<file path="config.mk">
export PLATFORM = sky130hd
export DESIGN_NAME = bsg_link_upstream_sched_flat
export DESIGN_NICKNAME = d
export VERILOG_FILES = /design/src/rtl/bsg_link_upstream_sched_pkg.sv /design/src/rtl/bsg_link_upstream_sched_if.sv /design/src/rtl/bsg_link_rr_arb.sv /design/src/rtl/bsg_link_upstream_sched.sv /design/src/flat_wrapper.sv
export SDC_FILE = /design/constraint.sdc
export NUM_CORES = 1
export LEC_CHECK = 0
export ABC_AREA = 1
export CORE_MARGIN = 10
export CORE_UTILIZATION = 38
export CTS_BUF_LIST = sky130_fd_sc_hd__clkbuf_16
export DETAILED_ROUTE_END_ITERATION = 10
export HOLD_SLACK_MARGIN = 0.05
export PLACE_DENSITY_LB_ADDON = 0.12
export SETUP_SLACK_MARGIN = 0.15
export SLEW_MARGIN = 20
export SYNTH_ARGS = -nofsm -noshare
export SYNTH_HDL_FRONTEND = slang
export SYNTH_SLANG_ARGS = --single-unit
</file>
<file path="constraint.sdc">
create_clock -name clk -period 3.5 [get_ports clk]
set_input_delay 0.7 -clock clk [delete_from_list [all_inputs] [get_ports clk]]
set_output_delay 0.7 -clock clk [all_outputs]
set_load 0.02 [all_outputs]
</file>
<file path="src/rtl/bsg_link_upstream_sched_pkg.sv">
// bsg_link_sched_pkg: shared defaults, credit/index types and output-stage state enum
package bsg_link_sched_pkg;
  localparam int NUM_REQ_D = 4;
  localparam int WIDTH_D = 64;
  localparam int CREDITS_D = 16;
  localparam int TOKEN_DECIM_D = 4;
  typedef logic [$clog2(CREDITS_D+TOKEN_DECIM_D+1)-1:0] credit_t;
  typedef logic [$clog2(NUM_REQ_D)-1:0] rr_idx_t;
  typedef enum logic {EMPTY, FULL} state_t;
endpackage

</file>
<file path="src/rtl/bsg_link_upstream_sched_if.sv">
// bsg_link_upstream_sched_if: requester bus, link port, token and status; slave=scheduler, master=environment
interface bsg_link_upstream_sched_if #(
  parameter int NUM_REQ = 4,
  parameter int WIDTH = 64,
  parameter int CREDITS = 16
);
  logic [NUM_REQ-1:0] req_valid_i;
  logic [NUM_REQ*WIDTH-1:0] req_data_i;
  logic [NUM_REQ-1:0] req_ready_o;
  logic link_valid_o;
  logic [WIDTH-1:0] link_data_o;
  logic link_ready_i;
  logic token_i;
  logic [$clog2(NUM_REQ)-1:0] grant_id_o;
  logic [$clog2(CREDITS+1)-1:0] credit_cnt_o;
  logic credit_ovf_o;
  modport slave (
    input req_valid_i, req_data_i, link_ready_i, token_i,
    output req_ready_o, link_valid_o, link_data_o, grant_id_o, credit_cnt_o, credit_ovf_o
  );
  modport master (
    output req_valid_i, req_data_i, link_ready_i, token_i,
    input req_ready_o, link_valid_o, link_data_o, grant_id_o, credit_cnt_o, credit_ovf_o
  );
endinterface

</file>
<file path="src/rtl/bsg_link_rr_arb.sv">
// bsg_link_rr_arb: combinational round-robin pick (i_valid, i_last -> o_grant one-hot, o_idx)
module bsg_link_rr_arb #(
  parameter int N = 4
) (
  input  logic [N-1:0]         i_valid,
  input  logic [$clog2(N)-1:0] i_last,
  output logic [N-1:0]         o_grant,
  output logic [$clog2(N)-1:0] o_idx
);
  localparam int IW = $clog2(N);
  int w;
  always_comb begin
    o_grant = '0;
    o_idx = '0;
    w = 0;
    for (int k = N; k >= 1; k--) begin
      w = int'(i_last) + k;
      w = (w >= N) ? w - N : w;
      if (i_valid[w]) begin
        o_grant = '0;
        o_grant[w] = 1'b1;
        o_idx = w[IW-1:0];
      end
    end
  end
endmodule

</file>
<file path="src/rtl/bsg_link_upstream_sched.sv">
// bsg_link_upstream_sched: credit-aware RR scheduler (clk, rst, bus: requesters -> registered link stage, token credits)
module bsg_link_upstream_sched
  import bsg_link_sched_pkg::*;
#(
  parameter int NUM_REQ = NUM_REQ_D,
  parameter int WIDTH = WIDTH_D,
  parameter int CREDITS = CREDITS_D,
  parameter int TOKEN_DECIM = TOKEN_DECIM_D
) (
  input logic clk,
  input logic rst,
  bsg_link_upstream_sched_if.slave bus
);
  localparam int IW = $clog2(NUM_REQ);
  localparam int CW = $clog2(CREDITS+TOKEN_DECIM+1);
  localparam int OW = $clog2(CREDITS+1);
  state_t r_state, w_state_nx;
  logic [IW-1:0] r_last, r_gid, w_idx;
  logic [NUM_REQ-1:0] w_grant;
  logic [WIDTH-1:0] r_data;
  logic [CW-1:0] r_credit, w_sum;
  logic r_ovf, w_load;
  bsg_link_rr_arb #(.N(NUM_REQ)) u_arb (
    .i_valid(bus.req_valid_i),
    .i_last(r_last),
    .o_grant(w_grant),
    .o_idx(w_idx)
  );
  always_comb begin
    w_load = (r_state == EMPTY || bus.link_ready_i) && (|r_credit) && (|bus.req_valid_i) && !rst;
    w_state_nx = w_load ? FULL : (r_state == FULL && bus.link_ready_i) ? EMPTY : r_state;
    w_sum = r_credit - CW'(w_load) + (bus.token_i ? CW'(TOKEN_DECIM) : CW'(0));
  end
  always_ff @(posedge clk) begin
    if (rst) begin
      r_state <= EMPTY;
      r_data <= '0;
      r_gid <= '0;
      r_last <= IW'(NUM_REQ-1);
      r_credit <= CW'(CREDITS);
      r_ovf <= 1'b0;
    end else begin
      r_state <= w_state_nx;
      r_credit <= (w_sum > CW'(CREDITS)) ? CW'(CREDITS) : w_sum;
      r_ovf <= r_ovf | (w_sum > CW'(CREDITS));
      if (w_load) begin
        r_data <= bus.req_data_i[int'(w_idx)*WIDTH +: WIDTH];
        r_gid <= w_idx;
        r_last <= w_idx;
      end
    end
  end
  assign bus.req_ready_o = w_load ? w_grant : '0;
  assign bus.link_valid_o = (r_state == FULL);
  assign bus.link_data_o = r_data;
  assign bus.grant_id_o = r_gid;
  assign bus.credit_cnt_o = r_credit[OW-1:0];
  assign bus.credit_ovf_o = r_ovf;
endmodule

</file>
<file path="src/flat_wrapper.sv">
// flat-port wrapper written by rule: the top's interface ports become plain ports
module bsg_link_upstream_sched_flat import bsg_link_sched_pkg::*;
#(
  parameter int NUM_REQ = NUM_REQ_D,
  parameter int WIDTH = WIDTH_D,
  parameter int CREDITS = CREDITS_D,
  parameter int TOKEN_DECIM = TOKEN_DECIM_D
)
  (clk, rst, bus_req_valid_i, bus_req_data_i, bus_link_ready_i, bus_token_i, bus_req_ready_o, bus_link_valid_o, bus_link_data_o, bus_grant_id_o, bus_credit_cnt_o, bus_credit_ovf_o);
  bsg_link_upstream_sched_if #(.NUM_REQ(NUM_REQ), .WIDTH(WIDTH), .CREDITS(CREDITS)) bus_i ();
  input logic clk;
  input logic rst;
  input wire logic [$bits(bus_i.req_valid_i)-1:0] bus_req_valid_i;
  input wire logic [$bits(bus_i.req_data_i)-1:0] bus_req_data_i;
  input wire logic [$bits(bus_i.link_ready_i)-1:0] bus_link_ready_i;
  input wire logic [$bits(bus_i.token_i)-1:0] bus_token_i;
  output wire logic [$bits(bus_i.req_ready_o)-1:0] bus_req_ready_o;
  output wire logic [$bits(bus_i.link_valid_o)-1:0] bus_link_valid_o;
  output wire logic [$bits(bus_i.link_data_o)-1:0] bus_link_data_o;
  output wire logic [$bits(bus_i.grant_id_o)-1:0] bus_grant_id_o;
  output wire logic [$bits(bus_i.credit_cnt_o)-1:0] bus_credit_cnt_o;
  output wire logic [$bits(bus_i.credit_ovf_o)-1:0] bus_credit_ovf_o;
  assign bus_i.req_valid_i = bus_req_valid_i;
  assign bus_i.req_data_i = bus_req_data_i;
  assign bus_i.link_ready_i = bus_link_ready_i;
  assign bus_i.token_i = bus_token_i;
  assign bus_req_ready_o = bus_i.req_ready_o;
  assign bus_link_valid_o = bus_i.link_valid_o;
  assign bus_link_data_o = bus_i.link_data_o;
  assign bus_grant_id_o = bus_i.grant_id_o;
  assign bus_credit_cnt_o = bus_i.credit_cnt_o;
  assign bus_credit_ovf_o = bus_i.credit_ovf_o;
  bsg_link_upstream_sched #(.NUM_REQ(NUM_REQ), .WIDTH(WIDTH), .CREDITS(CREDITS), .TOKEN_DECIM(TOKEN_DECIM)) u_core (.clk(clk), .rst(rst), .bus(bus_i));
endmodule
</file>
### Yosys cells after proc, flatten, opt, wreduce, memory -nomap -nowiden

Index checks and enable logic that the tools add are counted.

* register bits: 75
* output and inout bits: 77
* logic and storage cells: 82

* order comparisons: 13
* shifts and indexed selects: 1
* muxes and demuxes: 36
* reduce and logical (&&, ||, !) cells: 14
* add/subtract/negate cells: 10
* bitwise logic cells: 2

Operator list (number)
* 256-bit by 9-bit variable part select with 64-bit output: 1
* 32-bit by 1-bit greater-or-equal comparator with 1-bit output, second input constant: 4
* 32-bit by 4-bit less-than comparator with 1-bit output, second input constant: 4
* 32-bit 2-to-1 mux: 4
* 32-bit by 4-bit greater-or-equal comparator with 1-bit output, second input constant: 1
* 32-bit by 4-bit subtractor with 32-bit output, second input constant: 1
* 4-bit 2-to-1 mux: 5
* 1-bit 2-to-1 mux: 14
* 3-bit by 3-bit subtractor with 4-bit output, second input constant: 3
* 3-bit greater-or-equal comparator, second input constant: 3
* 1-bit binary-select mux with 2-bit select: 4
* 1-bit demux with 2-bit select: 4
* 1-bit logical AND: 8
* 2-bit 2-to-1 mux: 4
* 2-bit by 2-bit adder with 3-bit output, second input constant: 2
* 5-bit adder: 1
* 5-bit greater-than comparator, second input constant: 1
* 5-bit OR reduction: 1
* 5-bit by 1-bit subtractor with 5-bit output: 1
* 2-bit by 3-bit adder with 4-bit output, second input constant: 1
* 4-bit OR reduction: 1
* 2-bit by 1-bit adder with 3-bit output, second input constant: 1
* 3-bit 2-to-1 mux: 1
* 2-bit nonzero test: 1
* 5 further kinds: 5

### Longest topological paths before layout

Gate-level depths: netlist of the first run.

* word-level depth: 12
* mapped depth: 17

### By module

A second synthesis of the first run with hierarchy kept.

* cells, all modules: 1005
* area total of the unflattened synthesis: 5675.4 µm²

By module, submodules not included
* bsg_link_upstream_sched: instances 1, seq. area each 1501.4 µm², area each 5183.7 µm², cells an instance 917
* bsg_link_rr_arb: instances 1, seq. area each 0.0 µm², area each 491.7 µm², cells an instance 88

### Least setup slack after synthesis of the first run

OpenSTA, ideal clock, no wires.

* kind: input -> register
* start: input bus_req_valid_i[3]
* end: register u_core.r_credit[2] (netlist: u_core.bus.credit_cnt_o[2])
* buffers on the path: 1
* setup slack: 470 ps
* setup time: 56 ps
* stages on the path: 15
* required time: 3444 ps
* arrival: 2973 ps
* path through: inv_1 > nand4_1 > nand4_1 > inv_1 > buf_2 > ha_1 > inv_1 > ha_1 > inv_1 > fa_1 > xnor2_1 > o31ai_1 > nand2_1 > or2_2 > inv_1

* cells in the longest elaborated chain, start to end: 7

RTL lines
* start, declared: line flat_wrapper.sv:13 `input wire logic [$bits(bus_i.req_valid_i)-1:0] bus_req_valid_i;`
* 4-bit OR reduction *: line bsg_link_upstream_sched.sv:30 `w_load = (r_state == EMPTY || bus.link_ready_i) && (|r_credit) && (|bus.req_valid_i) && !rst;`
* 1-bit logical AND * (2 in a row): line bsg_link_upstream_sched.sv:30
* net u_core.w_load: line bsg_link_upstream_sched.sv:22 `logic r_ovf, w_load;`
* 5-bit by 1-bit subtractor with 5-bit output *: line bsg_link_upstream_sched.sv:32 `w_sum = r_credit - CW'(w_load) + (bus.token_i ? CW'(TOKEN_DECIM) : CW'(0));`
* 5-bit adder *: line bsg_link_upstream_sched.sv:32
* 5-bit greater-than comparator: line bsg_link_upstream_sched.sv:44 `r_credit <= (w_sum > CW'(CREDITS)) ? CW'(CREDITS) : w_sum;`
* 2-bit OR reduction (no line)
* end signal, assigned: line bsg_link_upstream_sched.sv:40 `r_credit <= CW'(CREDITS);`
* end signal, assigned: line bsg_link_upstream_sched.sv:44
* end, declared: line bsg_link_upstream_sched.sv:21 `logic [CW-1:0] r_credit, w_sum;`

The timed path passes the listed nets; every way through them passes the cells marked *.
A chain may end at the register's enable or synchronous reset.

### Worst setup path in the final report of the first run

* start: input bus_req_valid_i[2]
* end: output bus_req_ready_o[0]

* cells in the longest elaborated chain, start to end: 8
* elaborated cells on any way between the ends: 20
* classes of those cells: mux (17); reduce/logical (3)

RTL lines
* 1-bit binary-select mux with 2-bit select: line bsg_link_rr_arb.sv:19 `if (i_valid[w]) begin`
* 1-bit 2-to-1 mux (not written as such) (2 in a row): line bsg_link_rr_arb.sv:19
* 4-bit 2-to-1 mux (4 in a row): line bsg_link_rr_arb.sv:19
* 4-bit 2-to-1 mux *: line bsg_link_upstream_sched.sv:53 `assign bus.req_ready_o = w_load ? w_grant : '0;`
* end, declared: line flat_wrapper.sv:17 `output wire logic [$bits(bus_i.req_ready_o)-1:0] bus_req_ready_o;`

Mark *: on every way between the ends. The rest lies on a longest branch, timed or not. The select of a mux whose other input is x is not followed.

==> out/qor.yml, run 1 <==
rr_worst_depth: 13
max_clock_freq_ghz: 0.322
finalWirelength_um: 25800
hp-class: "flip-flop to flip-flop"
remaining_drc_errors: 0
wl_per_cell_um: 17.9
multi_input_area_mm2: 0.00342
grt_pass1_wl_um: 38700
nNetsFinal: 1537
drive_gt1_share_pct: 4.19
drv_slew: 0
crit_fanout: 4
cp-start-kind: "primary input"
synth_warnings: 0
first_iter_violations: 545
cap_violations: 0
rr_startpoint: "u_core.r_last[0]"
crit_arrival_ns: 2.41
dr_total_vias: 7266
status: "finished, final reports clean"
n_fill_cell: 1303
port_buffers: 340
area_growth_pct: 68.0
r2r-end: "u_core.bus.link_data_o[40]"
slew_headroom_pct: 47.2
hold_path.startpoint: "u_core.bus.credit_ovf_o"
holdPathStages: 2
syn-cell-area_mm2: 0.00552
end_kind: "output port"
clock_sinks: 75
synthArstFlopShare_pct: 0
hold_ws_ns: 0.465
grt_start_max_net_pins: 89
tightest_slew_ns: 0.791
clock_skew_ns: 0.00452
die_area_mm2: 0.0198
synth_cells: 954
htree_num_levels: 3
die_y_um: 141
drtAntennaViolNets: 0
grt_pass1_vias: 6897
syn_area_per_cell_um2: 5.79
seqCellArea_mm2: 0.00150
grt_overflow: 0
ios: 341
hold_violations: 0
viasPerCell: 5.02
setup_viol: 0
postCtsHoldBufs: 0
synthDistinctLibCells: 28
min_to: "u_core.bus.credit_ovf_o"
synth.top_cell.area_share_pct: 27.2
crit_required_ns: 2.80
clockBufferDepth: 2
rows: 43
total_leakage_power_uw: 0.00436
cts_tree: "done"
hpwlAfterDp_um: 19400
ys_top_cells_by_area: "dfxtp_1, nand3_1, nand2_1"
clk_latency_ns: 0.34
initial_utilization_pct: 39.3
dr.pass1.iters: 5
routabilityCongestion: 0.898
synth-seq-cells: 75
setup_tns_ns: 0
grtUsageTotal_pct: 24.6
yosysTopAreaCell: "dfxtp_1"
yosysSeqAreaShare_pct: 27.2
finalCriticalPeriod_ns: 3.11
numCtsBuffers: 9
rsz0062_at_grt: "no"
syn-num-nets: 1232
yosys_most_used_dff: "dfxtp_1"
synth_edf_count: 0
antenna_found_initial: 4
core_area_mm2: 0.0140
cts_root_buffer: "clkbuf_16"
clk_pin_slew_ns: 0.06
crit_type: "primary input to output port"
rrSetupSlack_ns: 0.87
ir_drop_uv: 476
die_w_um: 141
final.period_utilization_pct: 88.8
powerDensity_mw_per_mm2: 843
[kinds of logic (layout without fill, tap and decap cells)]
family	count (synthesis)	after routing	synth area share, %
and+or+nand+nor	713	713	56.1
buffers and inverters	129	439	10.9
DFF	75	75	27.2
AOI/OAI and AO/OA	20	20	1.99
adders and majority gates	14	14	3.31
xor gates and xnor gates	3	3	0.476
other	0	2	0
[routing by layer]
metal	vias to the layer above	part of all wire, %	track usage (%)
met5	-	0.050	0
met2	295	50	42.9
met4	2	2.1	8.10
met3	30	9.9	8.79
li1	3685	-	-
met1	3254	38	26.9
[report_power, final]
part	internal (uW)	switching, uW	leakage [uW]
logic	2160	3360	0.00359
registers	1250	208	0.000627
clock network	466	363	0.000144
[registers in the layout (all words and copies together) (netlist names)]
name	cells
u_core.bus.link_valid_o	1
u_core.r_last	2
u_core.bus.credit_cnt_o	5
u_core.bus.credit_ovf_o	1
u_core.bus.link_data_o	64
u_core.bus.grant_id_o	2
[area by class of cell]
cell class                      count  share of cell area (%)
Antenna cell                        2                  0.0540
Sequential cell                    75                    16.2
Clock buffer                        9                    2.43
Inverter                           61                    2.50
Tap cell                          180                    2.43
Clock inverter                      7                   0.324
Multi-Input combinational cell    750                    36.9
Timing Repair Buffer              362                    39.2
[placed cells by master, fill, tap and decap left out]
| cell | n |
|---|---|
| clkdlybuf4s50_1 | 336 |
| nand2_1 | 324 |
| nand3_1 | 280 |
| nor2_1 | 94 |
| dfxtp_1 | 75 |
| inv_1 | 58 |
| buf_4 | 17 |
| ha_1 | 13 |
| a21oi_1 | 10 |
| clkbuf_16 | 9 |
| inv_2 | 6 |
| o21ai_0 | 6 |
| buf_12 | 5 |
| nand4_1 | 3 |
| nand2_4 | 3 |
| o211ai_1 | 3 |
| clkinv_2 | 3 |
| dlymetal6s2s_1 | 3 |
| diode_2 | 2 |
| nand2_2 | 2 |
| nand3_2 | 2 |
| nor2_2 | 2 |
| xnor2_1 | 2 |
| or2_2 | 2 |
| nand2_8 | 1 |
| inv_4 | 1 |
| xor2_1 | 1 |
| o31ai_1 | 1 |
| fa_1 | 1 |
| dlygate4sd2_1 | 1 |
[worst max-delay path by stage]
stage	start	to	slack, ns	cells past startpoint
final	bus_req_valid_i[2]	bus_req_ready_o[0]	0.39	12
after global routing	bus_req_valid_i[3]	u_core.bus.credit_cnt_o[2]	0.19	15
after CTS	bus_req_valid_i[2]	bus_req_ready_o[2]	0.16	12
after detailed placement	bus_req_valid_i[2]	u_core.bus.credit_cnt_o[2]	0.08	15
after global placement	bus_req_valid_i[2]	u_core.bus.credit_cnt_o[2]	0.15	15
after floorplan	bus_req_valid_i[3]	u_core.bus.credit_cnt_o[2]	0.47	15
[cells in the mapped netlist, drive strengths merged, types with 3 or more instances]
cell type  number
o21ai           6
nand2         330
nor2           96
nand3         282
o211ai          3
inv            60
nand4           3
dfxtp          75
ha             13
clkbuf         18
buf            50
a21oi          10
[metrics by stage]
stage,power [uW],utilization (%),std cells,setup WS [ns],instance area [um^2]
floorplan,5040,-,954,0.470,5520
global placement,6970,64.2,1428,0.153,9010
detailed placement,7030,64.2,1428,0.0824,9010
CTS,7880,66.0,1444,0.158,9260
global route,8490,66.1,1446,0.192,9280
finish,7810,66.1,1446,0.393,9280
[worst max-delay path, cell delays in order]
cell and delay [ns]:
clkdlybuf4s50_1 0.53, inv_2 0.06, nand2_1 0.08, nand3_1 0.07
nand2_1 0.07, nand2_1 0.06, inv_1 0.11, nand2_1 0.06
nand3_1 0.06, o211ai_1 0.09, a21oi_1 0.14, dlygate4sd2_1 0.36
[timing repair]
| item | CTS | global route |
|---|---|---|
| endpoints found under the hold margin | 0 | 0 |
| endpoints found under the setup margin | 1 | 3 |
| buffers inserted | 0 | 0 |
| gates resized for setup | 1 | 3 |
No activity file was read; power rests on OpenSTA's default activity.
==> run 2: changes to the inputs <==
--- a/config.mk
+++ b/config.mk
@@ -6,6 +6,7 @@
 export NUM_CORES = 1
 export LEC_CHECK = 0
 export ABC_AREA = 1
+export CORE_ASPECT_RATIO = 2
 export CORE_MARGIN = 10
 export CORE_UTILIZATION = 38
 export CTS_BUF_LIST = sky130_fd_sc_hd__clkbuf_16
==> out/qor.yml, run 2 (synthesized netlist as in run 1, its figures left out) <==
cts_root_buffer: "clkbuf_16"  # unchanged
finalCriticalPeriod_ns: 3.17  # was 3.11 ns
dpl_worst_slack_ns: 0.0156  # was 0.0824 ns
drtAntennaViolNets: 0  # unchanged
final.period_utilization_pct: 90.7  # was 88.8%
cap_violations: 0  # unchanged
grt_start_max_net_pins: 100  # was 89
ir_drop_uv: 636  # was 476 uV
rr_worst_depth: 14  # was 13
die_y_um: 190  # was 141 um
core_area_mm2: 0.0144  # was 0.0140 mm^2
status: "finished, final reports clean"  # unchanged
numCtsBuffers: 9  # unchanged
crit_fanout: 4  # unchanged
dr.pass1.iters: 5  # unchanged
largest_reg_flops: 64  # unchanged
remaining_drc_errors: 0  # unchanged
clock_sinks: 75  # unchanged
area_growth_pct: 68.1  # was 68.0%
clk_latency_ns: 0.34  # about the same
min_to: "u_core.bus.credit_ovf_o"  # unchanged
wl_per_cell_um: 18.1  # was 17.9 um
finalWirelength_um: 26300  # was 25800 um
rsz0062_at_grt: "no"  # unchanged
fin_ws_ns: 0.326  # was 0.393 ns
grtUsageTotal_pct: 24.9  # was 24.6%
setup_tns_ns: 0  # unchanged
grt_pass1_wl_um: 39900  # was 38700 um
final_cell_mix: "clkdlybuf4s50_1, nand2_1, nand3_1"  # unchanged
hpwlAfterDp_um: 20200  # was 19400 um
cts_tree: "done"  # unchanged
cts_setup_buffers: 0  # unchanged
crit_arrival_ns: 2.47  # was 2.41 ns
htree_num_levels: 3  # unchanged
drv_slew: 0  # unchanged
cp-start-kind: "primary input"  # unchanged
die_area_mm2: 0.0200  # was 0.0198 mm^2
slew_headroom_pct: 49.8  # was 47.2%
total_leakage_power_uw: 0.00431  # was 0.00436 uW
mostFrequentLayoutCell: "clkdlybuf4s50_1"  # unchanged
r2r-end: "u_core.bus.link_data_o[40]"  # unchanged
initial_utilization_pct: 38.5  # was 39.3%
hp-class: "flip-flop to flip-flop"  # unchanged
ios: 341  # unchanged
port_buffers: 340  # unchanged
powerDensity_mw_per_mm2: 849  # was 843 mW/mm^2
n_fill_cell: 1379  # was 1303
hold_path.startpoint: "u_core.bus.credit_ovf_o"  # unchanged
nNetsFinal: 1535  # was 1537
rows: 62  # was 43
die_w_um: 105  # was 141 um
rrSetupSlack_ns: 0.82  # was 0.87 ns
grt_pass1_vias: 7175  # was 6897
tightest_slew_ns: 0.753  # was 0.791 ns
crit_type: "primary input to output port"  # unchanged
clockBufferDepth: 2  # unchanged
dr_total_vias: 7347  # was 7266
antenna_found_initial: 2  # was 4
end_kind: "output port"  # unchanged
holdPathStages: 2  # unchanged
max_clock_freq_ghz: 0.315  # was 0.322 GHz
hold_violations: 0  # unchanged
drive_gt1_share_pct: 4.28  # was 4.19%
setup_viol: 0  # unchanged
first_iter_violations: 238  # was 545
fin_util_pct: 64.7  # was 66.1%
grt_overflow: 0  # unchanged
crit_required_ns: 2.80  # about the same
rr_startpoint: "u_core.r_last[1]"  # was u_core.r_last[0]
viasPerCell: 5.05  # was 5.02
clock_skew_ns: 0.00604  # was 0.00452 ns
routabilityCongestion: 0.893  # was 0.898
clk_pin_slew_ns: 0.06  # about the same
## run 2: cell count changes in the layout (fill, tap and decap cells not counted), sizes merged
cell,previous run,this run
buf,22,20
bufinv,0,1
clkdlybuf4s15,0,1
clkinv,3,4
clkinvlp,0,1
dlygate4sd2,1,3
dlymetal6s2s,3,0
inv,65,62
## run 2: per-layer routing
layer  part of all wire, %  track usage (%)
met2                    52             44.6
met5                     0                0
met1                    36             26.0
met4                   4.1             10.8
met3                   8.3             7.89
## run 2: final cells by class
class	instances	area, um^2	share of cell area, %
inverter	61	231	2.49
clock inverter	7	60.1	0.647
multi-input combinational	750	3420	36.8
antenna	2	5.00	0.0539
timing repair buffer	360	3600	38.8
sequential	75	1500	16.2
tap	192	240	2.59
clock buffer	9	225	2.43
## run 2: critical path, stage by stage
cell and delay [ns]:
clkdlybuf4s50_1 0.53, inv_1 0.08, nand2_1 0.08, nand3_1 0.07, nand2_1 0.07, nand2_1 0.07
inv_1 0.12, nand2_1 0.07, nand3_1 0.07, o211ai_1 0.08, a21oi_1 0.20, clkdlybuf4s15_1 0.34
## run 2: timing repair
item	4_1_cts	5_1_grt
resized for setup	5	1
endpoints found under the setup margin	4	1
hold endpoints to repair	0	0
hold buffers	0	0
## run 2: how the worst max path moves through the flow
stage | startpoint | endpoint | slack, ns | depth (start not counted)
floorplan | bus_req_valid_i[3] | u_core.bus.credit_cnt_o[2] | 0.47 | 15
global placement | bus_req_valid_i[3] | bus_req_ready_o[0] | 0.06 | 12
detailed placement | bus_req_valid_i[3] | bus_req_ready_o[0] | 0.02 | 12
CTS | bus_req_valid_i[3] | bus_req_ready_o[0] | 0.30 | 12
global route | bus_req_valid_i[3] | bus_req_ready_o[0] | 0.16 | 12
finish | bus_req_valid_i[3] | bus_req_ready_o[0] | 0.33 | 12
## run 2: through the flow
step | total power (uW) | instance area (um^2) | hold WS (ns) | cells
after global placement | 6970 | 9000 | 0.440 | 1438
after global routing | 8570 | 9280 | 0.482 | 1456
after floorplan | 5040 | 5520 | 0.520 | 954
final | 7880 | 9280 | 0.454 | 1456
after CTS | 7960 | 9280 | 0.458 | 1454
after detailed placement | 7030 | 9000 | 0.449 | 1438
## run 2: report_power, final
group / total [uW] / switching [uW] / leakage [uW] / internal [uW]
sequential: 1470 / 212 / 0.000626 / 1260
clock: 909 / 366 / 0.000144 / 543
combinational: 5500 / 3380 / 0.00354 / 2120
total: 7880 / 3960 / 0.00431 / 3920
